$ cat src/rtl/ram_xfer_master.sv
// Initiator for the RAM-side en/out/in/status handshake.
// It runs one transfer command at a time, clears the RAM status afterwards, and reports one result code.
module ram_xfer_master #(
  parameter int RAM_SIZE = 1024,
  parameter int TIMEOUT  = 1023,
  localparam int AW = $clog2(RAM_SIZE),
  localparam int TW = $clog2(TIMEOUT + 1)
) (
  input  logic          clk_i,
  input  logic          rst_i,
  input  logic          cmd_valid_i,
  output logic          cmd_ready_o,
  input  logic          cmd_write_i,
  input  logic [AW-1:0] cmd_start_addr_i,
  input  logic [AW-1:0] cmd_end_addr_i,
  input  logic [7:0]    host_out_data_i,
  input  logic          host_out_valid_i,
  output logic          host_out_ready_o,
  output logic [7:0]    host_in_data_o,
  output logic          host_in_valid_o,
  input  logic          host_in_ready_i,
  output logic          done_o,
  output logic [3:0]    result_o,
  output logic [AW:0]   count_o,
  output logic          en_o,
  output logic [AW-1:0] start_addr_o,
  output logic [AW-1:0] end_addr_o,
  output logic [7:0]    out_data_o,
  output logic          out_valid_o,
  input  logic          out_ready_i,
  input  logic [7:0]    in_data_i,
  input  logic          in_valid_i,
  output logic          in_ready_o,
  output logic          clear_status_o,
  input  logic [3:0]    status_i
);

  // state   | meaning
  // S_IDLE  | ready for a command
  // S_WRITE | streaming host bytes to the RAM side
  // S_WAIT  | write data complete, waiting for a RAM status
  // S_READ  | streaming RAM bytes to the host
  // S_CLEAR | en_o low, clearing the RAM status before reporting
  typedef enum logic [2:0] {S_IDLE, S_WRITE, S_WAIT, S_READ, S_CLEAR} state_t;

  localparam logic [AW:0]   CNT_ONE = (AW+1)'(1);
  localparam logic [TW-1:0] TMR_ONE = TW'(1);
  localparam logic [TW-1:0] TMO     = TW'(TIMEOUT);

  state_t        state_q, state_d;
  logic [AW-1:0] start_q, start_d, end_q, end_d;
  logic [AW:0]   len_q, len_d, cnt_q, cnt_d, cnt_out_q, cnt_out_d;
  logic [TW-1:0] timer_q, timer_d;
  logic [3:0]    res_q, res_d, res_out_q, res_out_d;
  logic          low_q, low_d, done_q, done_d;
  logic          cnt_lt, xfer, timeout;

  function automatic logic [3:0] status_code(input logic [3:0] st, input logic [AW:0] cnt,
                                             input logic [AW:0] len);
    if (st == 4'hF) return (cnt == len) ? 4'hF : 4'hC;
    return st;
  endfunction

  always_comb begin
    state_d          = state_q;
    start_d          = start_q;
    end_d            = end_q;
    len_d            = len_q;
    cnt_d            = cnt_q;
    cnt_out_d        = cnt_out_q;
    timer_d          = timer_q;
    res_d            = res_q;
    res_out_d        = res_out_q;
    low_d            = 1'b0;
    done_d           = 1'b0;
    cmd_ready_o      = 1'b0;
    en_o             = 1'b0;
    out_valid_o      = 1'b0;
    host_out_ready_o = 1'b0;
    in_ready_o       = 1'b0;
    host_in_valid_o  = 1'b0;
    clear_status_o   = 1'b0;
    xfer             = 1'b0;
    cnt_lt           = (cnt_q < len_q);

    case (state_q)
      S_WRITE: begin
        en_o = 1'b1;
        if (cnt_lt) begin
          out_valid_o      = host_out_valid_i;
          host_out_ready_o = out_ready_i;
        end
        xfer = out_valid_o & out_ready_i;
      end
      S_WAIT: en_o = 1'b1;
      S_READ: begin
        en_o = 1'b1;
        if (cnt_lt) begin
          in_ready_o      = host_in_ready_i;
          host_in_valid_o = in_valid_i;
        end
        xfer = in_valid_i & in_ready_o;
      end
      S_CLEAR: clear_status_o = 1'b1;
      default: cmd_ready_o = 1'b1;
    endcase

    if (en_o) begin
      if (xfer) begin
        cnt_d   = cnt_q + CNT_ONE;
        timer_d = '0;
      end else begin
        timer_d = timer_q + TMR_ONE;
      end
    end
    timeout = en_o & ~xfer & (timer_q == TMO);

    case (state_q)
      S_IDLE: begin
        if (cmd_valid_i) begin
          start_d = cmd_start_addr_i;
          end_d   = cmd_end_addr_i;
          cnt_d   = '0;
          timer_d = '0;
          if (cmd_end_addr_i < cmd_start_addr_i) begin
            res_out_d = 4'h8;
            cnt_out_d = '0;
            done_d    = 1'b1;
          end else begin
            len_d   = {1'b0, cmd_end_addr_i} - {1'b0, cmd_start_addr_i} + CNT_ONE;
            state_d = cmd_write_i ? S_WRITE : S_READ;
          end
        end
      end
      S_WRITE: begin
        if (timeout) begin
          res_d   = 4'hE;
          state_d = S_CLEAR;
        end else if (!cnt_lt) begin
          state_d = S_WAIT;
        end
      end
      S_WAIT: begin
        if (status_i != 4'h0) begin
          res_d   = status_code(status_i, cnt_q, len_q);
          state_d = S_CLEAR;
        end else if (timeout) begin
          res_d   = 4'hE;
          state_d = S_CLEAR;
        end
      end
      S_READ: begin
        // A byte accepted in the same cycle as the status counts toward the result.
        if (status_i != 4'h0) begin
          res_d   = status_code(status_i, cnt_d, len_q);
          state_d = S_CLEAR;
        end else if (timeout) begin
          res_d   = 4'hE;
          state_d = S_CLEAR;
        end
      end
      S_CLEAR: begin
        low_d = 1'b1;
        if (low_q && status_i == 4'h0) begin
          state_d   = S_IDLE;
          done_d    = 1'b1;
          res_out_d = res_q;
          cnt_out_d = cnt_q;
        end
      end
      default: state_d = S_IDLE;
    endcase
  end

  always_ff @(posedge clk_i) begin
    if (rst_i) begin
      state_q   <= S_IDLE;
      start_q   <= '0;
      end_q     <= '0;
      len_q     <= '0;
      cnt_q     <= '0;
      cnt_out_q <= '0;
      timer_q   <= '0;
      res_q     <= '0;
      res_out_q <= '0;
      low_q     <= 1'b0;
      done_q    <= 1'b0;
    end else begin
      state_q   <= state_d;
      start_q   <= start_d;
      end_q     <= end_d;
      len_q     <= len_d;
      cnt_q     <= cnt_d;
      cnt_out_q <= cnt_out_d;
      timer_q   <= timer_d;
      res_q     <= res_d;
      res_out_q <= res_out_d;
      low_q     <= low_d;
      done_q    <= done_d;
    end
  end

  assign done_o         = done_q;
  assign result_o       = res_out_q;
  assign count_o        = cnt_out_q;
  assign start_addr_o   = start_q;
  assign end_addr_o     = end_q;
  assign out_data_o     = host_out_data_i;
  assign host_in_data_o = in_data_i;

endmodule

$ cat config.mk
export PLATFORM = sky130hd
export DESIGN_NAME = ram_xfer_master
export DESIGN_NICKNAME = d
export VERILOG_FILES = /design/src/rtl/ram_xfer_master.sv
export SDC_FILE = /design/constraint.sdc
export NUM_CORES = 1
export LEC_CHECK = 0
export ABC_AREA = 1
export CAP_MARGIN = 0
export CORE_MARGIN = 2
export CORE_UTILIZATION = 51
export DETAILED_ROUTE_END_ITERATION = 6
export PLACE_DENSITY = 0.81
export REMOVE_ABC_BUFFERS = 1
export SETUP_SLACK_MARGIN = 0.5
export SKIP_CTS_REPAIR_TIMING = 1
export SLEW_MARGIN = 20
export SYNTH_ARGS = -nofsm -noshare
export SYNTH_HDL_FRONTEND = slang
export SYNTH_SLANG_ARGS = --single-unit
export TNS_END_PERCENT = 50
$ cat constraint.sdc
create_clock -name clk_i -period 3 [get_ports clk_i]
set_clock_uncertainty 0.2 [all_clocks]
set_input_delay 0.3 -clock clk_i [delete_from_list [all_inputs] [get_ports clk_i]]
set_output_delay 0.3 -clock clk_i [all_outputs]
set_load 0.01 [all_outputs]
# Word-level counts from Yosys, hierarchy flattened
# Cells that the tools add are included.
# classes
n_reduce_logical,13
muxes,57
n_eq_ne,14
n_lt_le_gt_ge,2
addsub,4
bitwise_logic,6
# ops
op,n
11-bit two-way mux,7
10-bit two-way mux,4
4-bit two-way mux,10
11-bit by 1-bit adder with 11-bit output (second input constant),2
11-bit equality test,2
11-bit case mux with 2 select lines,1
3-bit two-way mux,7
1-bit two-way mux,20
3-bit case mux with 4 select lines,1
4-bit case mux with 3 select lines,1
11-bit < comparator,1
10-bit by 10-bit subtractor with 11-bit output,1
10-bit by 1-bit adder with 10-bit output (second input constant),1
10-bit equality test (second input constant),1
10-bit < comparator,1
2-bit != test (second input constant),4
4-bit case mux with 2 select lines,1
3-bit by 2-bit equality test with 1-bit output (second input constant),2
2-bit two-way mux,3
5-bit AND reduction,1
1-bit AND,4
4-bit equality test (second input constant),1
4-bit zero test,1
1-bit case mux with 2 select lines,2
other kinds (16),17
# totals
input_bits,48
ff_bits,76

# Depth between registers and ports, before layout
# Gate-level depths: netlist of the first run.
# logic_depth
word_depth,13
ltp_mapped,23
ltp_nobuf,22

# Worst setup path before layout of the first run
# No wires, ideal clock.
# synth_timing
path_type,input-to-reg
startpoint,in cmd_start_addr_i[2]
endpoint,reg len_q[10]
slack_ps,426
arrival_time_ps,2261
setup_ps,113
t_required_ps,2687
path_stages,19
n_path_buf,0
path_cell_list,inv_1 -> ha_1 -> inv_1 -> fa_1 -> inv_1 -> a21oi_1 -> nand2_1 -> a21oi_1 -> o21bai_1 -> nand2_1 -> nand2_1 -> a21oi_1 -> nor2_1 -> nor2_1 -> nor2_1 -> nor2_1 -> xor2_1 -> o21ai_1 -> inv_1
# synth_between
elab_chain_len,3
# synth_rtl
element,line,rtl
start: declaration,14,"input logic [AW-1:0] cmd_start_addr_i,"
branches (longest 3 deep; another with 10-bit by 10-bit subtractor with 11-bit output),--,
end signal: assignment,192,len_q <= len_d;
end: declaration,52,"logic [AW:0] len_q, len_d, cnt_q, cnt_d, cnt_out_q, cnt_out_d;"
# Several ways; the timed one is not identified.
# A chain may end at the register's enable or synchronous reset.

==> flow_metrics.env, run 1 <==
export IMPL_h_tree_depth=3
export IMPL_wl_per_cell_um=15.6
export IMPL_ys_ff_latch=76
export IMPL_core_mm2=0.00876
export IMPL_power_density_mw_per_mm2=730
export IMPL_startpoint_type="flop"
export IMPL_syn_area_per_cell_um2=7.05
export IMPL_drive_above_1_share=0.232
export IMPL_final_cells=876
export IMPL_synthFlopType="dfxtp_1"
export IMPL_crit_fanout=8
export IMPL_clk_latency_ns=0.37
export IMPL_maxCapViolCount=0
export IMPL_tns_ns=0
export IMPL_antennaDiodeCount=0
export IMPL_path_buf_inv=5
export IMPL_antenna_left=0
export IMPL_hpwl_um=8910
export IMPL_fin_area_mm2=0.00642
export IMPL_hold_viol_final=0
export IMPL_dp_cells=835
export IMPL_leakage_nw=2.80
export IMPL_placed_area_mm2=0.00554
export IMPL_hold_slack_ns=0.0611
export IMPL_ir_worst_vdd_v=0.000424
export IMPL_drt_iter0_drc=375
export IMPL_clockBufferDepth=2
export IMPL_io_buffers=74
export IMPL_cts_sinks=76
export IMPL_die_height_um=99.5
export IMPL_grt_overflow=0
export IMPL_synth_cell_types=38
export IMPL_syn_area_mm2=0.00465
export IMPL_final_period_utilization=0.965
export IMPL_fp_dieW_um=99.5
export IMPL_drcViolationCount=0
export IMPL_start_util=0.530
export IMPL_num_io_pins=107
export IMPL_critPathTopFamily="simple AND/OR/NAND/NOR gates"
export IMPL_numCtsBuffers=9
export IMPL_finalMaxSlewViolations=0
export IMPL_antenna_found_initial=0
export IMPL_synth_seq_area_share=0.327
export IMPL_clockRootBuffer="clkbuf_8"
export IMPL_crit_arrival_ns=2.95
export IMPL_num_rows=34
export IMPL_die_area_mm2=0.00989
export IMPL_crit_path_cell_trace="inv_4, ha_4, nand2_2, inv_2, nand3_4, nor2_4, nand2_4, nand4_1, buf_6, nand2_8, inv_8, nand3_4, nand4_1, nand3_2, inv_4, nand2_2, o21ai_1, a21oi_2"
export IMPL_cp_end_kind="flop"
export IMPL_finalPower_mw=4.69
export IMPL_synth_edf_count=0
export IMPL_critical_path_max_stage_delay_ns=0.38
export IMPL_netlist_instances=659
export IMPL_rsz0062_at_grt="true"
export IMPL_setup_viol=0
export IMPL_track_usage=0.247
export IMPL_gp_congestion=0.977
export IMPL_detail_route_vias_per_cell=5.52
export IMPL_drt_first_pass_iters=7
export IMPL_ys_warn_count=0
export IMPL_crit_type="flop to flop"
export IMPL_nets=850
export IMPL_fmax_mhz=345
export IMPL_cts_tree="done"
export IMPL_hp_class="input pin to flop"
export IMPL_max_slew_worst_pin_slew_ns=0.474
export IMPL_period_needed_ns=2.90
export IMPL_wl_um=13700
export IMPL_grt_first_pass_wirelength_um=19900
export IMPL_grt_pass1_vias=4402
export IMPL_async_reset_ff_frac=0
export IMPL_critPathSlowestCell="dfxtp_2"
export IMPL_synthToLayoutAreaGrowth_pct=38.2
export IMPL_num_vias=4832
export IMPL_max_slew_margin=0.681
export IMPL_status="finished, final reports clean"
export IMPL_cp_data_required_time_ns=3.05
export IMPL_grt_max_degree=42
export IMPL_path_clk_slew_ns=0.09
## per-stage QoR
stage | setup slack, ns | utilization
floorplan | -0.117 | -
detailed placement | -0.170 | 0.632
finish | 0.105 | 0.733
global placement | -0.0694 | 0.632
CTS | -0.0819 | 0.658
global route | 0.00675 | 0.733
## cell usage in the layout (no fill, tap or decap), types with 10 or more instances in the layout
cell	synthesis	routed
dfxtp_2	0	13
buf_4	17	45
xor2_1	17	17
dfxtp_1	76	62
o21ai_0	20	18
a21oi_1	65	53
nor2_1	49	46
a21oi_2	1	11
inv_2	8	11
inv_1	85	76
ha_1	34	24
nand2_2	4	19
clkdlybuf4s50_1	0	67
clkbuf_8	0	10
nand2_1	147	128
nand3_1	62	52
## cell families after synthesis
group | after synthesis | share of synthesized area
AO/OA/AOI/OAI | 103 | 0.119
XOR/XNOR | 21 | 0.0396
adder cells (fa/ha/maj) | 39 | 0.113
buffers and inverters | 129 | 0.120
flip-flops | 76 | 0.327
AND/OR/NAND/NOR | 291 | 0.281
## synth_stat cells, types with 3 or more instances
master	instances	area [µm²]
fa_1	5	100
ha_1	34	425
a31oi_1	4	25.0
xnor2_1	4	35.0
nand4_1	4	25.0
nor3b_1	3	22.5
nor4_1	3	18.8
inv_1	85	319
inv_2	8	30.0
nor2_1	49	184
o21ai_0	20	100
xor2_1	17	149
nor3_1	8	40.0
clkbuf_1	15	56.3
nand3_1	62	310
a21oi_1	65	325
buf_4	17	128
o21ai_1	5	25.0
nand2_2	4	25.0
dfxtp_1	76	1520
nand2_1	147	552
## metal layers
| layer | GRT usage | part of all wire | vias up |
|---|---|---|---|
| li1 | - | - | 2327 |
| met2 | 0.418 | 0.49 | 222 |
| met5 | 0.0154 | 0 | - |
| met4 | 0.0801 | 0.032 | 0 |
| met3 | 0.0604 | 0.069 | 48 |
| met1 | 0.308 | 0.41 | 2235 |
## power by group
group	switching, mW	internal [mW]	leakage (nW)
logic	1.44	1.00	2.06
registers	0.153	1.19	0.625
clock network	0.411	0.491	0.116
total	2.01	2.68	2.80
## worst reg2reg max path, delay by kind of cell (launching register included)
family,cells,cell delay [ns]
and+or+nand+nor,10,1.16
adders and majority gates,1,0.28
DFF,1,0.38
buffers and inverters,5,0.52
AOI/OAI and AO/OA,2,0.25
## path summary, 6_finish.rpt
| kind | startpoint | to | slack, ns | cells past startpoint |
|---|---|---|---|---|
| worst max-delay path | len_q[6] | len_q[0] | 0.10 | 18 |
| worst min-delay path | cmd_start_addr_i[2] | start_addr_o[2] | 0.06 | 3 |
| worst max register to register | len_q[6] | len_q[0] | 0.10 | 18 |
| worst min register to register | count_o[5] | count_o[5] | 0.26 | 2 |
## flip-flops by register name, summed over array words and instances (netlist names)
signal	count
result_o	4
res_q	4
timer_q	10
start_addr_o	10
low_q	1
cnt_q	11
done_o	1
len_q	11
count_o	11
end_addr_o	10
state_q	3
## cell type report
cell class	instances	area, µm²
Fill cell	631	2340
Timing Repair Buffer	127	1190
Tap cell	108	135
Clock inverter	6	87.6
Inverter	93	369
Sequential cell	76	1540
Clock buffer	10	138
Multi-Input combinational cell	456	2960
No activity file was read; power rests on OpenSTA's default activity.
==> inputs of run 2 (changes only) <==
--- a/config.mk
+++ b/config.mk
@@ -7,7 +7,7 @@
 export LEC_CHECK = 0
 export ABC_AREA = 1
 export CAP_MARGIN = 0
-export CORE_MARGIN = 2
+export CORE_MARGIN = 3
 export CORE_UTILIZATION = 51
 export DETAILED_ROUTE_END_ITERATION = 6
 export PLACE_DENSITY = 0.81
==> run 2 against run 1 <==
Against the previous run:
- die area grew 4.1%
- via count down 0.23%
- design area is 1.0% lower
- worst setup slack worse by 0.080 ns
- fmax fell by 2.7%
- clock power decreased by 22%
- routed wire length hardly changed
- core utilization is 1.1 points lower
- non-clock buffer count shrank 4
- critical path type unchanged
==> flow_metrics.env, run 2 (synthesis results as in run 1) <==
export IMPL_status="finished, final reports clean"
export IMPL_period_needed_ns=2.98
export IMPL_drt_iter0_drc=269
export IMPL_leakage_nw=2.81
export IMPL_mostFrequentLayoutCells="nand2_1 (131), inv_1 (74), clkdlybuf4s50_1 (64)"
export IMPL_core_mm2=0.00881
export IMPL_dp_cells=836
export IMPL_holdPathStages=3
export IMPL_drt_first_pass_iters=7
export IMPL_cts_tree="done"
export IMPL_grt_overflow=0
export IMPL_reg2reg_setup_slack_ns=0.02
export IMPL_grt_first_pass_wirelength_um=20000
export IMPL_start_util=0.528
export IMPL_grt_max_degree=42
export IMPL_cp_end_kind="flop"
export IMPL_detail_route_vias_per_cell=5.54
export IMPL_rsz0062_at_grt="true"
export IMPL_path_clk_slew_ns=0.08
export IMPL_hold_end="start_addr_o[2]"
export IMPL_drcViolationCount=0
export IMPL_power_density_mw_per_mm2=698
export IMPL_cp_data_required_time_ns=3.09
export IMPL_wl_met2_um=6770
export IMPL_numCtsBuffers=9
export IMPL_r2r_end="res_q[0]"
export IMPL_antenna_left=0
export IMPL_final_common_cell="nand2_1"
export IMPL_reg2reg_depth=23
export IMPL_crit_arrival_ns=3.06
export IMPL_num_vias=4821
export IMPL_finalMaxSlewViolations=0
export IMPL_synthToLayoutAreaGrowth_pct=36.8
export IMPL_setup_viol=0
export IMPL_gp_congestion=0.964
export IMPL_finalPower_mw=4.44
export IMPL_clockRootBuffer="clkbuf_8"
export IMPL_final_cells=871
export IMPL_wl_um=13700
export IMPL_h_tree_depth=3
export IMPL_drive_above_1_share=0.228
export IMPL_num_rows=34
export IMPL_antenna_found_initial=0
export IMPL_num_io_pins=107
export IMPL_wl_met3_um=1090
export IMPL_worstReg2RegStart="len_q[8]"
export IMPL_maxCapViolCount=0
export IMPL_antennaDiodeCount=0
export IMPL_fp_dieW_um=101
export IMPL_wl_per_cell_um=15.7
export IMPL_die_height_um=101
export IMPL_max_slew_worst_pin_slew_ns=0.473
export IMPL_startpoint_type="flop"
export IMPL_crit_fanout=5
export IMPL_hold_viol_final=0
export IMPL_grt_pass1_vias=4449
export IMPL_nets=846
export IMPL_worstHoldStart="cmd_start_addr_i[2]"
export IMPL_clk_latency_ns=0.35
export IMPL_cts_sinks=76
export IMPL_hpwl_um=9000
export IMPL_track_usage=0.240
export IMPL_max_slew_margin=0.685
export IMPL_crit_type="flop to flop"
export IMPL_fmax_mhz=336
export IMPL_met1_length_um=5460
export IMPL_final_period_utilization=0.992
export IMPL_hp_class="input pin to flop"
export IMPL_fillers=625
export IMPL_hold_slack_ns=0.0786
export IMPL_clockBufferDepth=2
export IMPL_highest_signal_layer="met4"
export IMPL_io_buffers=74
export IMPL_die_area_mm2=0.0103
export IMPL_ir_worst_vdd_v=0.000385
run 2: routing by layer:
layer  vias up  track usage
met4         0       0.0787
met3        39       0.0620
met2       226        0.396
li1       2311            -
met1      2245        0.306
met5         -            0
run 2: area by class of cell:
class / count / area, µm² / share of cell area
clock buffer: 11 / 141 / 0.0222
clock inverter: 4 / 26.3 / 0.00413
inverter: 93 / 367 / 0.0577
multi-input combinational: 456 / 2960 / 0.466
sequential: 76 / 1540 / 0.242
tap: 108 / 135 / 0.0213
timing repair buffer: 123 / 1190 / 0.187
run 2: critical path, cell delays in order, from the launching register on:
cell	delay, ns
dfxtp_2	0.36
inv_2	0.06
ha_4	0.24
nand2_1	0.06
nand2_1	0.06
nand2_1	0.07
nand2_2	0.07
a21oi_4	0.17
nand4_1	0.13
buf_6	0.18
clkbuf_16	0.17
nand3_1	0.09
nand2_1	0.11
nand2_1	0.11
nand2_1	0.06
inv_1	0.08
nand2_1	0.06
nor2_1	0.08
nand3_1	0.08
nand2_1	0.10
nand2_1	0.07
nand2_1	0.08
nand2_1	0.07
a21oi_2	0.13
run 2: metrics by stage:
stage / utilization / setup TNS [ns] / setup WS (ns) / cell area, µm²
floorplan: - / -0.906 / -0.117 / 4440
global placement: 0.630 / -0.0829 / -0.0736 / 5550
detailed placement: 0.630 / -0.466 / -0.195 / 5550
CTS: 0.649 / -0.500 / -0.102 / 5710
global route: 0.722 / -0.157 / -0.119 / 6360
finish: 0.722 / 0 / 0.0247 / 6360
run 2: report_power, final:
| group | switching [mW] | internal, mW |
|---|---|---|
| logic | 1.41 | 0.986 |
| clock network | 0.389 | 0.318 |
| registers | 0.151 | 1.19 |
run 2: worst max path at each step:
stage,from,end,slack [ns],cells after the start
after global routing,len_q[8],res_q[0],-0.12,23
after CTS,len_q[6],in_ready_o,-0.10,11
after global placement,cmd_end_addr_i[2],len_q[10],-0.07,19
after detailed placement,cmd_end_addr_i[2],len_q[10],-0.20,19
final,len_q[8],res_q[0],0.02,23
after floorplan,state_q[0],timer_q[1],-0.12,8
